`src/rtl/uart_loader.sv`:
```
// Boot loader: receives an 8N1 UART image (16-bit word count, then little-endian words),
// writes it into instruction RAM and then releases the core via cpu_run.
module uart_loader #(
    parameter int unsigned CLKS_PER_BIT = 104,
    parameter int unsigned ADDR_WIDTH   = 8
) (
    input  logic                  CLK,
    input  logic                  RESET,
    input  logic                  RXD,
    output logic                  mem_we,
    output logic [ADDR_WIDTH-1:0] mem_addr,
    output logic [31:0]           mem_wdata,
    output logic                  cpu_run,
    output logic                  frame_err,
    output logic                  overflow
);

    localparam int unsigned HalfBit = CLKS_PER_BIT / 2;
    localparam int unsigned CntW    = $clog2(CLKS_PER_BIT);

    localparam logic [CntW-1:0] HalfLast = CntW'(HalfBit - 1);
    localparam logic [CntW-1:0] BitLast  = CntW'(CLKS_PER_BIT - 1);

    typedef enum logic [1:0] {
        StRxIdle,
        StRxStart,
        StRxData,
        StRxStop
    } rx_state_e;

    typedef enum logic [1:0] {
        StLenLo,
        StLenHi,
        StData,
        StDone
    } ld_state_e;

    // ------------------------------------------------------------------
    // RXD synchronizer
    // ------------------------------------------------------------------
    logic rxd_meta_q;
    logic rxd_sync_q;

    always_ff @(posedge CLK or posedge RESET) begin
        if (RESET) begin
            rxd_meta_q <= 1'b1;
            rxd_sync_q <= 1'b1;
        end else begin
            rxd_meta_q <= RXD;
            rxd_sync_q <= rxd_meta_q;
        end
    end

    // ------------------------------------------------------------------
    // Byte receiver
    // ------------------------------------------------------------------
    rx_state_e       rx_state_q, rx_state_d;
    logic [CntW-1:0] cnt_q, cnt_d;
    logic [2:0]      bit_idx_q, bit_idx_d;
    logic [7:0]      shift_q, shift_d;
    logic            byte_valid_q, byte_valid_d;
    logic            frame_err_q, frame_err_d;
    // Cleared after a framing error so a stuck-low line is not taken as a new start bit.
    logic            armed_q, armed_d;

    always_comb begin
        rx_state_d   = rx_state_q;
        cnt_d        = cnt_q + 1'b1;
        bit_idx_d    = bit_idx_q;
        shift_d      = shift_q;
        byte_valid_d = 1'b0;
        frame_err_d  = frame_err_q;
        armed_d      = armed_q;

        unique case (rx_state_q)
            StRxIdle: begin
                cnt_d = '0;
                if (rxd_sync_q) begin
                    armed_d = 1'b1;
                end else if (armed_q) begin
                    rx_state_d = StRxStart;
                end
            end
            StRxStart: begin
                if (cnt_q == HalfLast) begin
                    cnt_d     = '0;
                    bit_idx_d = '0;
                    rx_state_d = rxd_sync_q ? StRxIdle : StRxData;
                end
            end
            StRxData: begin
                if (cnt_q == BitLast) begin
                    cnt_d   = '0;
                    shift_d = {rxd_sync_q, shift_q[7:1]};
                    if (bit_idx_q == 3'd7) begin
                        rx_state_d = StRxStop;
                    end else begin
                        bit_idx_d = bit_idx_q + 3'd1;
                    end
                end
            end
            StRxStop: begin
                if (cnt_q == BitLast) begin
                    cnt_d      = '0;
                    rx_state_d = StRxIdle;
                    if (rxd_sync_q) begin
                        byte_valid_d = 1'b1;
                    end else begin
                        frame_err_d = 1'b1;
                        armed_d     = 1'b0;
                    end
                end
            end
            default: rx_state_d = StRxIdle;
        endcase
    end

    always_ff @(posedge CLK or posedge RESET) begin
        if (RESET) begin
            rx_state_q   <= StRxIdle;
            cnt_q        <= '0;
            bit_idx_q    <= '0;
            shift_q      <= '0;
            byte_valid_q <= 1'b0;
            frame_err_q  <= 1'b0;
            armed_q      <= 1'b1;
        end else begin
            rx_state_q   <= rx_state_d;
            cnt_q        <= cnt_d;
            bit_idx_q    <= bit_idx_d;
            shift_q      <= shift_d;
            byte_valid_q <= byte_valid_d;
            frame_err_q  <= frame_err_d;
            armed_q      <= armed_d;
        end
    end

    // ------------------------------------------------------------------
    // Image loader
    // ------------------------------------------------------------------
    ld_state_e             ld_state_q, ld_state_d;
    logic [15:0]           len_q, len_d;
    logic [15:0]           word_idx_q, word_idx_d;
    logic [1:0]            byte_idx_q, byte_idx_d;
    logic [31:0]           asm_q, asm_d;
    logic                  mem_we_q, mem_we_d;
    logic [ADDR_WIDTH-1:0] mem_addr_q, mem_addr_d;
    logic [31:0]           mem_wdata_q, mem_wdata_d;
    logic                  cpu_run_q, cpu_run_d;
    logic                  overflow_q, overflow_d;

    always_comb begin
        ld_state_d  = ld_state_q;
        len_d       = len_q;
        word_idx_d  = word_idx_q;
        byte_idx_d  = byte_idx_q;
        asm_d       = asm_q;
        mem_we_d    = 1'b0;
        mem_addr_d  = mem_addr_q;
        mem_wdata_d = mem_wdata_q;
        cpu_run_d   = cpu_run_q;
        overflow_d  = overflow_q;

        unique case (ld_state_q)
            StLenLo: begin
                if (byte_valid_q) begin
                    len_d[7:0] = shift_q;
                    ld_state_d = StLenHi;
                end
            end
            StLenHi: begin
                if (byte_valid_q) begin
                    len_d[15:8] = shift_q;
                    word_idx_d  = '0;
                    byte_idx_d  = '0;
                    if ({shift_q, len_q[7:0]} == 16'd0) begin
                        ld_state_d = StDone;
                        cpu_run_d  = 1'b1;
                    end else begin
                        ld_state_d = StData;
                    end
                end
            end
            StData: begin
                if (byte_valid_q) begin
                    if (byte_idx_q == 2'd3) begin
                        mem_we_d    = 1'b1;
                        mem_addr_d  = word_idx_q[ADDR_WIDTH-1:0];
                        mem_wdata_d = {shift_q, asm_q[31:8]};
                        if ((word_idx_q >> ADDR_WIDTH) != 16'd0) begin
                            overflow_d = 1'b1;
                        end
                        word_idx_d = word_idx_q + 16'd1;
                        byte_idx_d = '0;
                        if (word_idx_q == len_q - 16'd1) begin
                            ld_state_d = StDone;
                        end
                    end else begin
                        asm_d      = {shift_q, asm_q[31:8]};
                        byte_idx_d = byte_idx_q + 2'd1;
                    end
                end
            end
            StDone: begin
                cpu_run_d = 1'b1;
            end
            default: ld_state_d = StLenLo;
        endcase
    end

    always_ff @(posedge CLK or posedge RESET) begin
        if (RESET) begin
            ld_state_q  <= StLenLo;
            len_q       <= '0;
            word_idx_q  <= '0;
            byte_idx_q  <= '0;
            asm_q       <= '0;
            mem_we_q    <= 1'b0;
            mem_addr_q  <= '0;
            mem_wdata_q <= '0;
            cpu_run_q   <= 1'b0;
            overflow_q  <= 1'b0;
        end else begin
            ld_state_q  <= ld_state_d;
            len_q       <= len_d;
            word_idx_q  <= word_idx_d;
            byte_idx_q  <= byte_idx_d;
            asm_q       <= asm_d;
            mem_we_q    <= mem_we_d;
            mem_addr_q  <= mem_addr_d;
            mem_wdata_q <= mem_wdata_d;
            cpu_run_q   <= cpu_run_d;
            overflow_q  <= overflow_d;
        end
    end

    assign mem_we    = mem_we_q;
    assign mem_addr  = mem_addr_q;
    assign mem_wdata = mem_wdata_q;
    assign cpu_run   = cpu_run_q;
    assign frame_err = frame_err_q;
    assign overflow  = overflow_q;

endmodule

```
`config.mk`:
```
export PLATFORM = sky130hd
export DESIGN_NAME = uart_loader
export DESIGN_NICKNAME = d
export VERILOG_FILES = /design/src/rtl/uart_loader.sv
export SDC_FILE = /design/constraint.sdc
export NUM_CORES = 1
export LEC_CHECK = 0
export ABC_AREA = 1
export BUFFER_PORTS_ARGS = -buffer_cell sky130_fd_sc_hd__buf_2
export CAP_MARGIN = 20
export CORE_MARGIN = 1
export CORE_UTILIZATION = 64
export DETAILED_ROUTE_END_ITERATION = 10
export HOLD_SLACK_MARGIN = 0.06
export PLACE_DENSITY = 0.85
export SETUP_SLACK_MARGIN = 0.15
export SLEW_MARGIN = 5
export SYNTH_ARGS = -nofsm -noshare
export SYNTH_HDL_FRONTEND = slang
export SYNTH_SLANG_ARGS = --single-unit
```
`constraint.sdc`:
```
create_clock -name CLK -period 9.1 [get_ports CLK]
set_input_delay 0.455 -clock CLK [delete_from_list [all_inputs] [get_ports CLK]]
set_output_delay 0.455 -clock CLK [all_outputs]
set_load 0.01 [all_outputs]
```
==> implementation parameters, run 1 <==
Parameter                              Value

Timing
  Worst-case clock skew    between 0.01 and 0.015 ns
  Number of setup violations in the final report    0
  PnR worst setup slack    about 6.6 ns
  Minimum clock period    between 2 and 3 ns
  Max-Slew Margin vs Limit    between 40% and 50%
  Number of pins exceeding their max-slew limit in the final report    0
  Post-route clock period utilization    27.8%
  Number of hold-slack violations in the final timing report    0
  Setup repair after global routing missed its margin    false
  Slew @ Worst Pin    0.779 ns
  Maximum operating frequency    approximately 0.39 GHz
  Total negative setup slack    0 ns

Finish
  Design area    a little under 7000 sq um
  Area growth, synth to finish    16.4%
  Net count reported at finish    775
  Filler cells    552
  Ratio of cells with drive above 1 in the final layout    between 10% and 20%
  Antenna diode count    0

Drt
  Number of violations reported at the end of detailed-routing iteration 0    ~350
  Routed via count    between 5000 and 6000
  First-pass iteration count of the detailed router    10
  Routed wire length    13800 um
  Via density per instance    around 5.7
  Routed wire length per instance    15.7 um
  Antenna violation net count after detailed routing    0
  Post-route DRC    3

Placed design
  RD Place Congestion    around 0.94
  Dpl cell area    just over 6000 sq um
  Setup Slack @ Placement    roughly 6.7 ns
  Final HPWL from detailed placement    between 9000 and 10000 um
  Port bufs    46

Clock tree
  Number of buffers between clock root and the deepest sink    2
  Post-cts gate resize count    0
  Clock slew seen by the registers of the worst setup and hold paths    0.06 ns
  CTS tree    built
  Worst-Skew Late Latency    roughly 0.52 ns
  Number of buffers created by CTS    17
  Clock root buffer    sky130_fd_sc_hd__clkbuf_8
  Number of buffers inserted to repair setup after CTS    0
  Number of levels in the clock H-tree    4
  Clock sink count    128
  Hold buffer count at cts    2

Global route
  Global-route wire length before repair    between 20000 and 25000 um
  Largest net degree at the start of global routing    slightly below 90
  Global routing usage summed across all routing layers    between 30% and 40%
  Antenna violations before repair    0
  Total grt overflow    0
  Vias in the first global route    between 4000 and 5000

Worst setup path
  Delay of the slowest cell on the worst path    0.44 ns
  CP startpoint kind    register
  Largest driver fanout on the critical path    20
  Worst Path Required    approximately 9.5 ns
  Library cell contributing the largest single delay on the critical path    sky130_fd_sc_hd__dfrtp_1
  Worst setup EP type    register
  Capture instance of the worst register-to-register path    word_idx_q[15]$_DFFE_PP0P_
  Critical-path cell list    inv_1, ha_1, nand2_1, nand2_2, nand2_4, nor3_4, nand3_1, nor2_2, nand3_2, nor2_2, nand2_1, o21ai_1, nor2_1
  Arrival time at the worst endpoint    2.93 ns
  Depth of the worst register-to-register path    13
  Worst path buffer plus inverter count    1
  Setup Crit Path Kind    register to register
  Top Family by Delay on Critical Path    simple AND/OR/NAND/NOR gates
  Worst-case register-to-register setup slack    about 6.6 ns
  Origin of the critical flop-to-flop path    ld_state_q[1]$_DFFE_PP0P_

Die
  Floorplan die height    about 98 um
  I/O pin count    47
  Horizontal die dimension    roughly 100 um
  Row Count    34
  Initial core utilization    ~67%
  Area of the die    between 9000 and 10000 sq um
  Placeable Area    8810 sq um

Pwr
  Largest voltage drop on the vdd net    0.134 mV
  Power density normalized to cell area    197 nW/um^2
  Leakage dissipation    roughly 3.4 nW
  Total design power    roughly 1.4 mW

Yosys
  Total of flip-flops plus latches after synthesis    approximately 130
  Unique masters post-synth    32
  Synth warn    0
  Number of instances in the synthesized netlist    about 710
  Sequential area share after synthesis    between 50% and 60%
  Synthesized netlist net count    723
  Synth Cell Area    roughly 5900 sq um
  Synthesized area divided by synthesized cell count    ~8.3 sq um

Worst hold path
  End point of the most critical hold path    rxd_sync_q$_DFF_PP1_
  Beginning of the worst hold path    rxd_meta_q$_DFF_PP1_
  Type of the worst min-delay path    register to register
  Number of cells on the worst hold path    0

Outcome
  Run status    finished, violations left
  Violations in the final reports    design-rule violations

Job
  Max-cap check violation count    0
area by class of cell:
class	count	area [sq um]	area share, %
Inverter	88	333	4.85
Timing Repair Buffer	52	313	4.56
Clock buffer	22	463	6.75
Sequential cell	128	3210	46.7
Clock inverter	10	126	1.84
Multi-Input combinational cell	474	2280	33.3
Tap cell	108	135	1.97
per-stage QoR:
| step | utilization, % | std cells | hold WS [ns] |
|---|---|---|---|
| after floorplan | - | 709 | 0.345 |
| after global placement | 70.4 | 846 | 0.346 |
| after detailed placement | 70.4 | 846 | 0.349 |
| after CTS | 77.4 | 880 | 0.358 |
| after global routing | 77.9 | 882 | 0.359 |
| final | 77.9 | 882 | 0.356 |
kinds of logic after synthesis:
logic type / after synthesis / synth area share [%]
adder cells (fa/ha/maj): 11 / 2.33
AO/OA/AOI/OAI: 129 / 11.3
flip-flops: 128 / 54.4
XOR/XNOR: 12 / 1.78
buffers and inverters: 107 / 6.90
AND/OR/NAND/NOR: 322 / 23.2
power breakdown:
group / switching [mW] / internal, mW / total [mW]
logic: 0.0561 / 0.0250 / 0.0811
registers: 0.0158 / 0.584 / 0.600
clock network: 0.257 / 0.415 / 0.672
synthesized netlist by cell type (all sizes together):
library cell | n | area (sq um)
a31oi | 1 | 6.26
nor2 | 59 | 249
inv | 88 | 330
a2111oi | 1 | 8.76
nand2 | 200 | 763
buf | 2 | 12.5
a211oi | 1 | 7.51
a21oi | 14 | 70.1
o21a | 1 | 7.51
clkbuf | 17 | 63.8
or2 | 2 | 12.5
xor2 | 5 | 43.8
dfstp | 3 | 78.8
dfrtp | 125 | 3130
xnor2 | 7 | 61.3
nor3 | 10 | 61.3
a32o | 2 | 20.0
nand3b | 3 | 22.5
o21ai | 108 | 541
ha | 11 | 138
nor4 | 5 | 31.3
o21bai | 1 | 7.51
nand3 | 43 | 230
worst max path at each step:
stage	startpoint	end	slack [ns]	cells past startpoint
4_1_cts	ld_state_q[1]$_DFFE_PP0P_	word_idx_q[15]$_DFFE_PP0P_	6.61	13
6_report	ld_state_q[1]$_DFFE_PP0P_	word_idx_q[15]$_DFFE_PP0P_	6.57	13
2_1_floorplan	RESET	asynchronous set/reset pin	5.24	1
3_3_place_gp	ld_state_q[1]$_DFFE_PP0P_	word_idx_q[15]$_DFFE_PP0P_	6.83	13
5_1_grt	ld_state_q[1]$_DFFE_PP0P_	word_idx_q[15]$_DFFE_PP0P_	6.27	13
3_5_place_dp	ld_state_q[1]$_DFFE_PP0P_	word_idx_q[15]$_DFFE_PP0P_	6.66	13
metal layers:
layer	GRT usage, %	wire, um	up-vias
met5	0	0	-
met1	39.2	5650	2438
met2	51.9	6930	195
met3	7.16	854	48
li1	-	-	2364
met4	13.9	393	0
sequential cells by signal, summed over array words and instances (netlist names), 3 cells and up, named ones only:
name        count
mem_wdata      32
asm_q          24
mem_addr        8
len_q          16
shift_q         8
bit_idx_q       3
word_idx_q     16
cnt_q           7
cells in the final DEF, fill, tap and decap left out, types with 5 or more instances in the layout:
cell / instances
sky130_fd_sc_hd__clkbuf_16: 16
sky130_fd_sc_hd__nor2_2: 6
sky130_fd_sc_hd__o21ai_0: 105
sky130_fd_sc_hd__dfrtp_1: 125
sky130_fd_sc_hd__nor3_1: 9
sky130_fd_sc_hd__ha_1: 11
sky130_fd_sc_hd__nor4_1: 5
sky130_fd_sc_hd__nand2_1: 197
sky130_fd_sc_hd__buf_2: 46
sky130_fd_sc_hd__xor2_1: 5
sky130_fd_sc_hd__a21oi_1: 14
sky130_fd_sc_hd__nand3_1: 40
sky130_fd_sc_hd__nor2_1: 51
sky130_fd_sc_hd__inv_1: 84
sky130_fd_sc_hd__xnor2_1: 7
(Power assumes the default switching activity.)
==> run 2, diff against run 1 <==
--- a/config.mk
+++ b/config.mk
@@ -5,14 +5,14 @@
 export SDC_FILE = /design/constraint.sdc
 export NUM_CORES = 1
 export LEC_CHECK = 0
-export ABC_AREA = 1
+export ABC_AREA = 0
 export BUFFER_PORTS_ARGS = -buffer_cell sky130_fd_sc_hd__buf_2
 export CAP_MARGIN = 20
 export CORE_MARGIN = 1
-export CORE_UTILIZATION = 64
+export CORE_UTILIZATION = 60
 export DETAILED_ROUTE_END_ITERATION = 10
 export HOLD_SLACK_MARGIN = 0.06
-export PLACE_DENSITY = 0.85
+export PLACE_DENSITY = 0.81
 export SETUP_SLACK_MARGIN = 0.15
 export SLEW_MARGIN = 5
 export SYNTH_ARGS = -nofsm -noshare
==> constraint.sdc (replaced) <==
create_clock -name CLK -period 2.48 [get_ports CLK]
set_input_delay 0.124 -clock CLK [delete_from_list [all_inputs] [get_ports CLK]]
set_output_delay 0.124 -clock CLK [all_outputs]
set_load 0.01 [all_outputs]
==> run 2 against run 1 <==
Net effect: the run now ends clean; register-to-register slack got worse by 6.3 ns; via count fell by 22%; count of clock-buffer cells in the layout fell by 4; sequential share of layout area fell by 0.61 points.
==> implementation parameters, run 2 <==
Parameter                              Value

Placed design
  Setup Slack @ Placement    0.159 ns (was 6.66 ns)
  Port bufs    46 (unchanged)
  Post-Place Cells    644 (was 846)
  RD Place Congestion    0.904 (was 0.935)
  Final HPWL from detailed placement    8080 um (was 9080 um)

Finish
  Ratio of cells with drive above 1 in the final layout    35.3% (was 13.4%)
  Area growth, synth to finish    18.1% (was 16.4%)
  Most used cells in the layout excluding fill and tap cells    sky130_fd_sc_hd__dfrtp_1 (125), sky130_fd_sc_hd__mux2_2 (87), sky130_fd_sc_hd__buf_2 (46) (was sky130_fd_sc_hd__nand2_1 (197), sky130_fd_sc_hd__dfrtp_1 (125), sky130_fd_sc_hd__o21ai_0 (105))
  Commonest non-fill, non-tap cell in the layout    sky130_fd_sc_hd__dfrtp_1 (was sky130_fd_sc_hd__nand2_1)
  Net count reported at finish    550 (was 775)
  Antenna diode count    0 (unchanged)
  Number of cells in the finished layout apart from fillers    678 (was 882)
  Filler cells    625 (was 552)
  Max reg flops    32 (unchanged)

Die
  I/O pin count    47 (unchanged)
  Row Count    35 (was 34)
  Initial core utilization    62.8% (was 66.9%)
  Horizontal die dimension    101 um (was 98.0 um)
  Placeable Area    9370 sq um (was 8810 sq um)
  Area of the die    10200 sq um (was 9600 sq um)
  Floorplan die height    101 um (was 98.0 um)

Timing
  Number of setup violations in the final report    0 (unchanged)
  Maximum operating frequency    0.455 GHz (was 0.395 GHz)
  Setup repair after global routing missed its margin    false (unchanged)
  Worst-case clock skew    0.0178 ns (was 0.0118 ns)
  Post-route clock period utilization    88.6% (was 27.8%)
  PnR worst setup slack    0.283 ns (was 6.57 ns)
  Slew @ Worst Pin    0.515 ns (was 0.779 ns)
  Number of pins exceeding their max-slew limit in the final report    0 (unchanged)
  Number of hold-slack violations in the final timing report    0 (unchanged)
  Total negative setup slack    0 ns (unchanged)
  Minimum clock period    2.20 ns (was 2.53 ns)
  Hold slack final    0.157 ns (was 0.356 ns)
  Max-Slew Margin vs Limit    65.4% (was 46.7%)

Worst setup path
  Worst Path Required    2.87 ns (was 9.50 ns)
  CP startpoint kind    register (unchanged)
  Arrival time at the worst endpoint    2.59 ns (was 2.93 ns)
  Setup Crit Path Kind    register to register (unchanged)
  Worst setup EP type    register (unchanged)
  Largest driver fanout on the critical path    11 (was 20)

Clock tree
  Worst-Skew Late Latency    0.53 ns (was 0.52 ns)
  Clock slew seen by the registers of the worst setup and hold paths    0.06 ns (about the same)
  Clock sink count    128 (unchanged)
  Number of buffers between clock root and the deepest sink    2 (unchanged)
  Number of buffers created by CTS    17 (unchanged)
  Number of levels in the clock H-tree    4 (unchanged)
  CTS tree    built (unchanged)
  Number of buffers inserted to repair setup after CTS    0 (unchanged)
  Clock root buffer    sky130_fd_sc_hd__clkbuf_8 (unchanged)

Job
  Max-cap check violation count    0 (unchanged)

Yosys
  Most frequent cells after synthesis    sky130_fd_sc_hd__dfrtp_1 (125), sky130_fd_sc_hd__mux2_2 (87), sky130_fd_sc_hd__nor2_1 (29) (was sky130_fd_sc_hd__nand2_1 (197), sky130_fd_sc_hd__dfrtp_1 (125), sky130_fd_sc_hd__o21ai_0 (105))
  Unique masters post-synth    56 (was 32)
  Number of instances in the synthesized netlist    477 (was 709)
  Most used flip-flop cell after synthesis    sky130_fd_sc_hd__dfrtp_1 (unchanged)
  Synth Cell Area    5890 sq um (about the same)
  Synthesized area divided by synthesized cell count    12.3 sq um (was 8.31 sq um)
  Library cell with the highest instance count after synthesis    sky130_fd_sc_hd__dfrtp_1 (was sky130_fd_sc_hd__nand2_1)
  Biggest area contributors in the synthesized netlist    sky130_fd_sc_hd__dfrtp_1 (53%), sky130_fd_sc_hd__mux2_2 (17%), sky130_fd_sc_hd__xor2_1 (2.8%) (was sky130_fd_sc_hd__dfrtp_1 (53%), sky130_fd_sc_hd__nand2_1 (13%), sky130_fd_sc_hd__o21ai_0 (8.9%))
  Fraction of synthesis flops using an asynchronous set or reset pin    100% (unchanged)
  Synth warn    0 (unchanged)
  Sequential area share after synthesis    54.5% (was 54.4%)
  Count of flip-flops with a built-in enable after synthesis    0 (unchanged)
  Synthesized netlist net count    491 (was 723)
  Synth top area share    53.1% (about the same)
  Total of flip-flops plus latches after synthesis    128 (unchanged)
  Biggest area consumer among synthesized cells    sky130_fd_sc_hd__dfrtp_1 (unchanged)

Worst hold path
  Type of the worst min-delay path    input pin to asynchronous set/reset pin (was register to register)

Outcome
  Run status    complete, no violations (was finished, violations left)

Drt
  Antenna violation net count after detailed routing    0 (unchanged)
  Routed wire length per instance    18.2 um (was 15.7 um)
  Routed via count    3928 (was 5045)
  Routed wire length    12300 um (was 13800 um)
  First-pass iteration count of the detailed router    5 (was 10)
  Number of violations reported at the end of detailed-routing iteration 0    181 (was 346)
  Post-route DRC    0 (was 3)
  Via density per instance    5.79 (was 5.72)

Pwr
  Largest voltage drop on the vdd net    0.699 mV (was 0.134 mV)
  Leakage dissipation    3.57 nW (was 3.41 nW)
  Power density normalized to cell area    743 nW/um^2 (was 197 nW/um^2)

Global route
  Vias in the first global route    4125 (was 4993)
  Global-route wire length before repair    20500 um (was 23400 um)
  Antenna violations before repair    0 (unchanged)
  Global routing usage summed across all routing layers    27.0% (was 31.2%)
  Total grt overflow    0 (unchanged)
  Largest net degree at the start of global routing    51 (was 87)
## run 2: cell families (layout without fill, tap and decap cells)
logic type | Yosys count | in the layout | synth area share [%]
DFF | 128 | 128 | 54.5
and+or+nand+nor | 131 | 131 | 12.4
adders and majority gates | 11 | 11 | 2.34
buffers and inverters | 29 | 101 | 2.02
muxes | 92 | 92 | 17.5
AOI/OAI and AO/OA | 53 | 53 | 5.93
xor gates and xnor gates | 33 | 33 | 5.38
## run 2: timing repair
item	CTS	global route
hold endpoints to repair	98	0
endpoints found under the setup margin	1	1
resized for setup	1	2
hold buffers	2	0
## run 2: worst paths after layout
check                                startpoint                   endpoint  slack, ns  cells past startpoint
min in group CLK                            RXD       rxd_meta_q$_DFF_PP1_       0.26                      2
min                                       RESET  mem_wdata[25]$_DFFE_PP0P_       0.16                      3
max reg2reg                len_q[0]$_DFFE_PP0P_  ld_state_q[0]$_DFFE_PP0P_       0.28                      8
max in group asynchronous                 RESET    mem_addr[3]$_DFFE_PP0P_       1.62                      4
min reg2reg                rxd_meta_q$_DFF_PP1_       rxd_sync_q$_DFF_PP1_       0.36                      0
max                        len_q[0]$_DFFE_PP0P_  ld_state_q[0]$_DFFE_PP0P_       0.28                      8
## run 2: layout make-up
type	count	area, sq um	share of cell area (%)
multi-input cells	320	2580	37.1
repair buffers	58	375	5.40
clock buffers	18	428	6.16
clock inverters	14	155	2.23
well taps	129	161	2.32
inverters	11	45.0	0.648
flip-flops and latches	128	3210	46.1
## run 2: through the flow
stage / total power, mW / instance area (sq um) / utilization, %
5_1_grt: 5.36 / 6950 / 74.2
3_5_place_dp: 2.74 / 6330 / 67.6
4_1_cts: 5.20 / 6940 / 74.0
6_report: 5.16 / 6950 / 74.2
2_1_floorplan: 2.63 / 5890 / -
3_3_place_gp: 2.72 / 6330 / 67.6
## run 2: routing by layer
layer / global-route usage, % / share of wire, % / routed length [um] / up-vias
met5: 0 / 0 / 0 / -
met2: 44.3 / 51 / 6260 / 99
met1: 32.9 / 42 / 5200 / 1984
li1: - / - / - / 1817
met4: 13.4 / 2.8 / 340 / 0
met3: 7.49 / 4.1 / 510 / 28
## run 2: power by group
| part | internal, mW | switching, mW | leakage [nW] |
|---|---|---|---|
| Clock | 1.47 | 0.966 | 0.276 |
| Sequential | 2.18 | 0.0977 | 1.76 |
| Combinational | 0.186 | 0.261 | 1.53 |
| Total | 3.84 | 1.32 | 3.57 |
## run 2: critical path: stages, from the launching register on
cell and delay, ns:
sky130_fd_sc_hd__dfrtp_1 0.45, sky130_fd_sc_hd__inv_1 0.09, sky130_fd_sc_hd__ha_2 0.30, sky130_fd_sc_hd__nor3b_2 0.25, sky130_fd_sc_hd__nand3_1 0.12, sky130_fd_sc_hd__xnor2_1 0.18, sky130_fd_sc_hd__and4b_1 0.25, sky130_fd_sc_hd__a311oi_1 0.35
sky130_fd_sc_hd__a211oi_2 0.06
==> run 3, diff against run 2 <==
--- a/config.mk
+++ b/config.mk
@@ -8,8 +8,10 @@
 export ABC_AREA = 0
 export BUFFER_PORTS_ARGS = -buffer_cell sky130_fd_sc_hd__buf_2
 export CAP_MARGIN = 20
+export CELL_PAD_IN_SITES_DETAIL_PLACEMENT = 1
+export CELL_PAD_IN_SITES_GLOBAL_PLACEMENT = 1
 export CORE_MARGIN = 1
-export CORE_UTILIZATION = 60
+export CORE_UTILIZATION = 49
 export DETAILED_ROUTE_END_ITERATION = 10
 export HOLD_SLACK_MARGIN = 0.06
 export PLACE_DENSITY = 0.81
==> run 3 against run 2 <==
Net effect: sequential power about the same; via count increased by 3.6%; setup slack got worse by 0.013 ns; clock power increased by 14%; register-to-register slack about the same; utilization decreased by 13 points; hold slack improved by 0.20 ns; critical path type unchanged; largest cell class unchanged; largest power group unchanged.
==> implementation parameters, run 3 (synthesized netlist as in run 2, its figures left out) <==
Parameter                              Value

Worst setup path
  Origin of the critical flop-to-flop path    len_q[3]$_DFFE_PP0P_ (was len_q[0]$_DFFE_PP0P_)
  Delay of the slowest cell on the worst path    0.49 ns (was 0.45 ns)
  Capture instance of the worst register-to-register path    ld_state_q[0]$_DFFE_PP0P_ (unchanged)
  Worst Path Required    2.81 ns (was 2.87 ns)
  Crit-path most repeated cell    sky130_fd_sc_hd__a211oi_2
  Worst path buffer plus inverter count    1 (unchanged)
  Setup Crit Path Kind    register to register (unchanged)
  CP startpoint kind    register (unchanged)
  Arrival time at the worst endpoint    2.54 ns (was 2.59 ns)
  Top Family by Delay on Critical Path    compound AO/OA/AOI/OAI gates (was simple AND/OR/NAND/NOR gates)
  Worst setup EP type    register (unchanged)
  Worst-case register-to-register setup slack    0.27 ns (was 0.28 ns)
  Library cell contributing the largest single delay on the critical path    sky130_fd_sc_hd__dfrtp_1 (unchanged)
  Depth of the worst register-to-register path    7 (was 8)
  Largest driver fanout on the critical path    7 (was 11)
  Critical-path cell list    nor4_4, buf_4, nand2_2, o31a_1, a211oi_2, a311oi_2, a211oi_2 (was inv_1, ha_2, nor3b_2, nand3_1, xnor2_1, and4b_1, a311oi_1, a211oi_2)

Finish
  Ratio of cells with drive above 1 in the final layout    36.3% (was 35.3%)
  Most used cells in the layout excluding fill and tap cells    sky130_fd_sc_hd__dfrtp_1 (123), sky130_fd_sc_hd__mux2_2 (87), sky130_fd_sc_hd__buf_2 (46) (was sky130_fd_sc_hd__dfrtp_1 (125), sky130_fd_sc_hd__mux2_2 (87), sky130_fd_sc_hd__buf_2 (46))
  Area growth, synth to finish    20.1% (was 18.1%)
  Net count reported at finish    552 (was 550)
  Antenna diode count    0 (unchanged)
  Commonest non-fill, non-tap cell in the layout    sky130_fd_sc_hd__dfrtp_1 (unchanged)
  Max reg flops    32 (unchanged)

Die
  Placeable Area    11600 sq um (was 9370 sq um)
  Horizontal die dimension    112 um (was 101 um)
  I/O pin count    47 (unchanged)
  Area of the die    12500 sq um (was 10200 sq um)
  Row Count    39 (was 35)
  Floorplan die height    112 um (was 101 um)
  Initial core utilization    50.9% (was 62.8%)

Timing
  Number of setup violations in the final report    0 (unchanged)
  Total negative setup slack    0 ns (unchanged)
  Worst-case clock skew    0.00940 ns (was 0.0178 ns)
  Number of hold-slack violations in the final timing report    0 (unchanged)
  Post-route clock period utilization    89.1% (was 88.6%)
  Slew @ Worst Pin    0.696 ns (was 0.515 ns)
  Hold slack final    0.355 ns (was 0.157 ns)
  Maximum operating frequency    0.452 GHz (was 0.455 GHz)
  Number of pins exceeding their max-slew limit in the final report    0 (unchanged)
  Minimum clock period    2.21 ns (was 2.20 ns)
  Setup repair after global routing missed its margin    false (unchanged)
  Max-Slew Margin vs Limit    53.6% (was 65.4%)

Drt
  First-pass iteration count of the detailed router    4 (was 5)
  Antenna violation net count after detailed routing    0 (unchanged)
  Post-route DRC    0 (unchanged)
  Routed via count    4069 (was 3928)
  Routed wire length per instance    21.9 um (was 18.2 um)
  Number of violations reported at the end of detailed-routing iteration 0    166 (was 181)
  Via density per instance    5.86 (was 5.79)
  Routed wire length    15200 um (was 12300 um)

Clock tree
  Clock root buffer    sky130_fd_sc_hd__clkbuf_16 (was sky130_fd_sc_hd__clkbuf_8)
  Number of buffers created by CTS    17 (unchanged)
  Number of buffers between clock root and the deepest sink    2 (unchanged)
  Number of levels in the clock H-tree    4 (unchanged)
  Clock sink count    128 (unchanged)
  CTS tree    built (unchanged)
  Worst-Skew Late Latency    0.43 ns (was 0.53 ns)
  Clock slew seen by the registers of the worst setup and hold paths    0.06 ns (about the same)

Pwr
  Power density normalized to cell area    785 nW/um^2 (was 743 nW/um^2)
  Largest voltage drop on the vdd net    0.903 mV (was 0.699 mV)
  Leakage dissipation    3.61 nW (was 3.57 nW)

Global route
  Largest net degree at the start of global routing    129 (was 51)
  Global-route wire length before repair    24700 um (was 20500 um)
  Vias in the first global route    4467 (was 4125)
  Antenna violations before repair    0 (unchanged)
  Global routing usage summed across all routing layers    26.5% (was 27.0%)
  Total grt overflow    0 (unchanged)

Worst hold path
  Beginning of the worst hold path    RXD
  Number of cells on the worst hold path    2
  Type of the worst min-delay path    input pin to register (was input pin to asynchronous set/reset pin)
  End point of the most critical hold path    rxd_meta_q$_DFF_PP1_

Placed design
  Final HPWL from detailed placement    8990 um (was 8080 um)
  Port bufs    46 (unchanged)
  RD Place Congestion    0.861 (was 0.904)

Job
  Max-cap check violation count    0 (unchanged)

Outcome
  Run status    complete, no violations (unchanged)
-- run 3: cell count changes in the layout (fill, tap and decap cells not counted), sizes merged --
cell	delta
clkbuf	+2
clkinvlp	-2
bufinv	+3
inv	-3
buf	+2
-- run 3: how the worst max path moves through the flow --
stage,slack [ns],to,depth (start not counted),from
2_1_floorplan,0.33,ld_state_q[0]$_DFFE_PP0P_,9,len_q[0]$_DFFE_PP0P_
3_3_place_gp,0.27,ld_state_q[0]$_DFFE_PP0P_,8,len_q[0]$_DFFE_PP0P_
3_5_place_dp,0.08,ld_state_q[0]$_DFFE_PP0P_,8,len_q[0]$_DFFE_PP0P_
4_1_cts,0.18,ld_state_q[0]$_DFFE_PP0P_,8,len_q[0]$_DFFE_PP0P_
5_1_grt,0.16,cpu_run$_DFFE_PP0P_,5,len_q[3]$_DFFE_PP0P_
6_report,0.27,ld_state_q[0]$_DFFE_PP0P_,7,len_q[3]$_DFFE_PP0P_
-- run 3: timing repair --
item	4_1_cts	5_1_grt
buffers inserted	2	1
resized for setup	3	8
hold buffers	2	0
endpoints found under the hold margin	126	0
endpoints found under the setup margin	2	3
pin swaps	1	1
-- run 3: power by group --
part / total, mW / internal (mW) / switching, mW
logic: 0.481 / 0.194 / 0.286
registers: 2.28 / 2.18 / 0.100
clock network: 2.78 / 1.84 / 0.942
total: 5.55 / 4.22 / 1.33
-- run 3: area by class of cell --
class | instances | area, sq um
Clock buffer | 20 | 457
Clock inverter | 12 | 205
Fill cell | 1152 | 4500
Inverter | 11 | 45.0
Multi-Input combinational cell | 320 | 2610
Sequential cell | 128 | 3210
Tap cell | 143 | 179
Timing Repair Buffer | 60 | 365
-- run 3: through the flow --
stage / setup slack (ns) / cell area (sq um) / std cells / util (%) / total power [mW]
after floorplan: 0.326 / 5890 / 477 / - / 2.63
after global placement: 0.270 / 6320 / 657 / 54.6 / 2.73
after detailed placement: 0.0787 / 6320 / 657 / 54.6 / 2.77
after CTS: 0.178 / 7030 / 693 / 60.8 / 5.58
after global routing: 0.155 / 7070 / 694 / 61.1 / 5.76
final: 0.270 / 7070 / 694 / 61.1 / 5.55
-- run 3: layer usage --
| metal | track usage, % | up-vias | wire length (um) |
|---|---|---|---|
| met5 | 0 | - | 0 |
| met4 | 10.5 | 0 | 314 |
| met3 | 6.80 | 31 | 543 |
| met2 | 45.1 | 98 | 8030 |
| met1 | 32.1 | 2114 | 6290 |
| li1 | - | 1826 | - |
